## src/rtl/case3_frame_rx.sv

```systemverilog
// Serial frame receiver: start bit, 7 data bits (MSB first), 3 code bits and
// a stop bit. The received code is checked against the recomputed code. The
// word is held on a valid/ready output with framing-error and overrun pulses.
module case3_frame_rx (
  input  logic       clk,
  input  logic       rst,
  input  logic       bit_en,
  input  logic       sin,
  input  logic       out_ready,
  output logic       out_valid,
  output logic [6:0] out_data,
  output logic       out_code_err,
  output logic       frame_err,
  output logic       overrun
);

  typedef enum logic [1:0] {IDLE, DATA, CODE, STOP} state_t;

  state_t      state_q, state_d;
  logic [3:0]  cnt_q, cnt_d;
  logic [9:0]  shreg_q, shreg_d;
  logic        out_valid_q, out_valid_d;
  logic [6:0]  out_data_q, out_data_d;
  logic        out_code_err_q, out_code_err_d;
  logic        frame_err_q, frame_err_d;
  logic        overrun_q, overrun_d;
  logic        frame_done;
  logic        frame_bad;
  logic [2:0]  code_calc;

  // Code {x,y,z} that a transmitter would attach to data {a..g}
  function automatic logic [2:0] calc_code(input logic [6:0] d);
    logic a, b, c, dd, e, f, g;
    {a, b, c, dd, e, f, g} = d;
    calc_code[2] = a & b & c & dd & e;
    calc_code[1] = (dd ^ e ^ f ^ g) | b | c | (b ^ dd ^ f);
    calc_code[0] = c ^ dd ^ (c & e & g) ^ (a & b & e & g);
  endfunction

  // Next-state, shift/count and output-holding logic
  always_comb begin
    state_d        = state_q;
    cnt_d          = cnt_q;
    shreg_d        = shreg_q;
    out_valid_d    = out_valid_q;
    out_data_d     = out_data_q;
    out_code_err_d = out_code_err_q;
    frame_err_d    = 1'b0;
    overrun_d      = 1'b0;
    frame_done     = 1'b0;
    frame_bad      = 1'b0;
    code_calc      = calc_code(shreg_q[9:3]);

    if (bit_en) begin
      case (state_q)
        IDLE: begin
          if (!sin) begin
            state_d = DATA;
            cnt_d   = 4'd0;
          end
        end
        DATA: begin
          shreg_d = {shreg_q[8:0], sin};
          if (cnt_q == 4'd6) begin
            cnt_d   = 4'd0;
            state_d = CODE;
          end else begin
            cnt_d = cnt_q + 4'd1;
          end
        end
        CODE: begin
          shreg_d = {shreg_q[8:0], sin};
          if (cnt_q == 4'd2) begin
            cnt_d   = 4'd0;
            state_d = STOP;
          end else begin
            cnt_d = cnt_q + 4'd1;
          end
        end
        STOP: begin
          frame_done = sin;
          frame_bad  = !sin;
          state_d    = IDLE;
        end
        default: state_d = IDLE;
      endcase
    end

    // Consumer pop happens first so a same-cycle frame can refill the slot
    if (out_valid_q && out_ready) begin
      out_valid_d = 1'b0;
    end

    if (frame_done) begin
      if (!out_valid_q || out_ready) begin
        out_valid_d    = 1'b1;
        out_data_d     = shreg_q[9:3];
        out_code_err_d = (shreg_q[2:0] != code_calc);
      end else begin
        overrun_d = 1'b1;
      end
    end

    frame_err_d = frame_bad;
  end

  // State and output registers with asynchronous clear
  always_ff @(posedge clk or posedge rst) begin
    if (rst) begin
      state_q        <= IDLE;
      cnt_q          <= 4'd0;
      shreg_q        <= 10'd0;
      out_valid_q    <= 1'b0;
      out_data_q     <= 7'h00;
      out_code_err_q <= 1'b0;
      frame_err_q    <= 1'b0;
      overrun_q      <= 1'b0;
    end else begin
      state_q        <= state_d;
      cnt_q          <= cnt_d;
      shreg_q        <= shreg_d;
      out_valid_q    <= out_valid_d;
      out_data_q     <= out_data_d;
      out_code_err_q <= out_code_err_d;
      frame_err_q    <= frame_err_d;
      overrun_q      <= overrun_d;
    end
  end

  assign out_valid    = out_valid_q;
  assign out_data     = out_data_q;
  assign out_code_err = out_code_err_q;
  assign frame_err    = frame_err_q;
  assign overrun      = overrun_q;

endmodule

```

## config.mk

```make
export PLATFORM = sky130hd
export DESIGN_NAME = case3_frame_rx
export DESIGN_NICKNAME = d
export VERILOG_FILES = /design/src/rtl/case3_frame_rx.sv
export SDC_FILE = /design/constraint.sdc
export NUM_CORES = 1
export LEC_CHECK = 0
export CAP_MARGIN = 20
export CORE_MARGIN = 5
export CORE_UTILIZATION = 60
export CTS_CLUSTER_SIZE = 30
export DETAILED_ROUTE_END_ITERATION = 8
export DONT_BUFFER_PORTS = 1
export PLACE_DENSITY = 0.82
export REMOVE_ABC_BUFFERS = 1
export SLEW_MARGIN = 20
export SYNTH_ARGS = -nofsm -noshare
export SYNTH_HDL_FRONTEND = slang
export SYNTH_SLANG_ARGS = --single-unit
```

## constraint.sdc

```tcl
create_clock -name clk -period 2.3 [get_ports clk]
set_input_delay 0 -clock clk [delete_from_list [all_inputs] [get_ports clk]]
set_output_delay 0 -clock clk [all_outputs]
set_load 0.02 [all_outputs]
```

==> impl_results.md <==
* Reg clk slew, reported paths at 0.14 ns
* Dpl cells at 129
* 1st-iter DRT viols at 13
* Multiplexer area fraction after synthesis at 0.1663
* R2r setup slk at 0.37 ns
* Max Slew Vio Count at 0
* Cell Pwr Density at 1322 nW/um^2
* Share of the synthesized area in the top cell type at 0.5192
* Total power at 1906 uW
* Vias per cell at 5.727
* RR Endpoint: state_q[1]$_DFFE_PP0P_
* Clock Skew at 0.001760 ns
* Final setup fails at 0
* Largest net degree at the start of global routing at 28
* Port buffer count at 0
* Peak supply drop at 0.8690 mV
* Post-synthesis simple-gate area fraction at 0.1058
* Layout cell share with drive strength beyond 1 at 0.2589
* Synth Area in Adders at 0.07692
* Final period utilization at 0.8410
* Longest Clk Path Bufs at 2
* Setup_tns at 0 ns
* DIE WIDTH at 56.57 microns
* CP peak stage delay at 0.56 ns
* Placed wire-length estimate at 1656 microns
* Grt ovf at 0
* Yosys top cell by area: dfrtp_1
* TritonCTS Buffers at 3
* Placer Congestion at 0.7140
* Sequential element share of the synthesized area at 0.5192
* Gr usage total at 0.1561
* Setup Fix Bufs, Post-CTS at 0
* TritonCTS clock tree: built
* Initial core utilization at 0.6436
* Startpoint type of the worst setup path: register
* Main combinational cell family by area after synthesis: multiplexers
* Synth Register Bits at 27
* Clk sinks at 27
* Actual slew at the worst max-slew pin at 0.4088 ns
* I/O pin count at 16
* P&R area growth vs syn at 10.77%
* Minimum clock period at 1.934 ns
* Drt total wl at 2349 microns
* Synthesized instance count at 102
* Worst EP required at 2.52 ns
* Die area at 3200 sq um
* Most common cell after layout, fill and taps aside: dfrtp_1
* Reg-to-reg critical path startpoint: state_q[0]$_DFFE_PP0P_
* Worst slew margin at 0.7268
* Final nets at 126
* Synth cell types at 31
* First-pass GRT wire length at 3870 microns
* Max Freq at 0.5170 GHz
* Slowest cell on the critical path: or4bb_1
* N_diodes at 0
* Resized cells post-CTS at 0
* Die height at 56.57 microns
* Detailed Routing Iterations Pass 1 at 2
* Top post-synthesis cells by area: dfrtp_1 52%, mux2_2 15%, ha_1 7.7%
* Synth Area in XOR/XNOR at 0.04038
* DRC violations left at 0
* Initial antenna violation count at 0
* Post-route ant nets at 0
* Synthesized area at 1301 sq um
* Post-synthesis compound-gate area fraction at 0.07596
* Leakage at 0.0006534 uW
* H-tree levels at 1
* Final Non-Filler Cells at 139
* Max-cap violation count at 0
* Class of the worst hold path: in -> async
* Clock latency on the worst-skew pair at 0.31 ns
* CP Cell Sequence: inv_1 -> ha_1 -> or4bb_1 -> o211ai_2 -> nand2_2 -> mux2_4
* Yosys warns at 0
* Unrepaired setup endpoints after global routing: no
* Cts hold-fix bufs at 5
* Hold Violations, Final at 0
* Outcome: finished clean
* Routed wire per std cell at 16.90 microns
* Core area at 2022 sq um
* CP endpoint kind: register
* WS Path Type: reg -> reg
* Clk root buf: clkbuf_4
* Number of global-route vias before repair at 824
* Via count at 796
* R2r worst-path depth at 6
* CP Max Fanout at 4
* Synth Area per Inst at 12.76 sq um
* Most frequent cells in the layout: 27 x dfrtp_1, 17 x mux2_2, 8 x ha_1
* CP Data Arrival Time at 2.15 ns
* Site row count at 16
cell usage after synthesis:
| cell type | count |
|---|---|
| o21ai_1 | 1 |
| mux2_2 | 17 |
| or4b_4 | 1 |
| mux2_4 | 1 |
| nor2b_1 | 1 |
| o2111ai_1 | 1 |
| o31ai_1 | 1 |
| mux2i_1 | 1 |
| nor2_1 | 4 |
| o2bb2ai_1 | 1 |
| dfrtp_1 | 27 |
| xor2_1 | 4 |
| nand2_2 | 1 |
| nand3_1 | 3 |
| nand2b_1 | 3 |
| o21a_1 | 1 |
| xnor2_1 | 2 |
| nor4_1 | 1 |
| o21ai_0 | 1 |
| or2_2 | 2 |
| inv_1 | 4 |
| o211ai_2 | 1 |
| a21boi_2 | 1 |
| buf_2 | 1 |
| nand2_1 | 7 |
| and3_1 | 1 |
| a41oi_1 | 2 |
| or4bb_1 | 1 |
| o21bai_1 | 1 |
| ha_1 | 8 |
| a21boi_0 | 1 |
metal layers:
metal  vias to the layer above  share of wire  track usage
li1                        377              -            -
met1                       398           0.43       0.1906
met2                        19           0.50       0.2640
met3                         2          0.066      0.05046
met4                         0         0.0043      0.04068
met5                         -              0            0
cells by family after synthesis:
logic type | after synthesis
AO/OA/AOI/OAI | 12
buffers and inverters | 5
adder cells (fa/ha/maj) | 8
flip-flops | 27
multiplexers | 19
XOR/XNOR | 6
AND/OR/NAND/NOR | 25
through the flow:
stage	instance area [sq um]	utilization	setup WS, ns	hold WS [ns]
4_1_cts	1414	0.6993	0.3579	0.01321
2_1_floorplan	1296	-	0.4949	0.05272
5_1_grt	1441	0.7129	0.2952	0.002862
3_5_place_dp	1338	0.6615	0.3844	0.07388
3_3_place_gp	1338	0.6615	0.4626	0.06680
6_report	1441	0.7129	0.3658	0.01647
flip-flops by register name, summed over array words and instances (netlist names):
name,flops
cnt_q,4
out_valid,1
state_q,2
shreg_q,10
out_code_err,1
overrun,1
out_data,7
frame_err,1
worst max-delay path: cells and delay by family, from the launching register on:
kind	cells	cell delay, ns
AOI/OAI and AO/OA	1	0.10
DFF	1	0.42
and+or+nand+nor	2	0.66
muxes	1	0.30
buffers and inverters	1	0.11
adders and majority gates	1	0.26
final cells by class:
| cell class | count | area (sq um) |
|---|---|---|
| clock buffers | 4 | 26.28 |
| fillers | 131 | 580.6 |
| inverters | 4 | 15.01 |
| multi-input cells | 70 | 605.6 |
| flip-flops and latches | 27 | 675.6 |
| well taps | 27 | 33.78 |
| repair buffers | 7 | 85.08 |
power by group:
group          total [uW]  internal [uW]  switching [uW]
logic                 726            402             324
registers             982            675             307
clock network         198           67.8             130
worst max path at each step:
stage	from	to	slack, ns	depth (start not counted)
floorplan	state_q[0]$_DFFE_PP0P_	state_q[1]$_DFFE_PP0P_	0.49	6
global placement	state_q[0]$_DFFE_PP0P_	state_q[1]$_DFFE_PP0P_	0.46	6
detailed placement	state_q[0]$_DFFE_PP0P_	state_q[1]$_DFFE_PP0P_	0.38	6
CTS	state_q[0]$_DFFE_PP0P_	state_q[1]$_DFFE_PP0P_	0.36	6
global route	state_q[0]$_DFFE_PP0P_	state_q[1]$_DFFE_PP0P_	0.30	6
finish	state_q[0]$_DFFE_PP0P_	state_q[1]$_DFFE_PP0P_	0.37	6
Note: power is estimated with default switching activity, not from simulation.
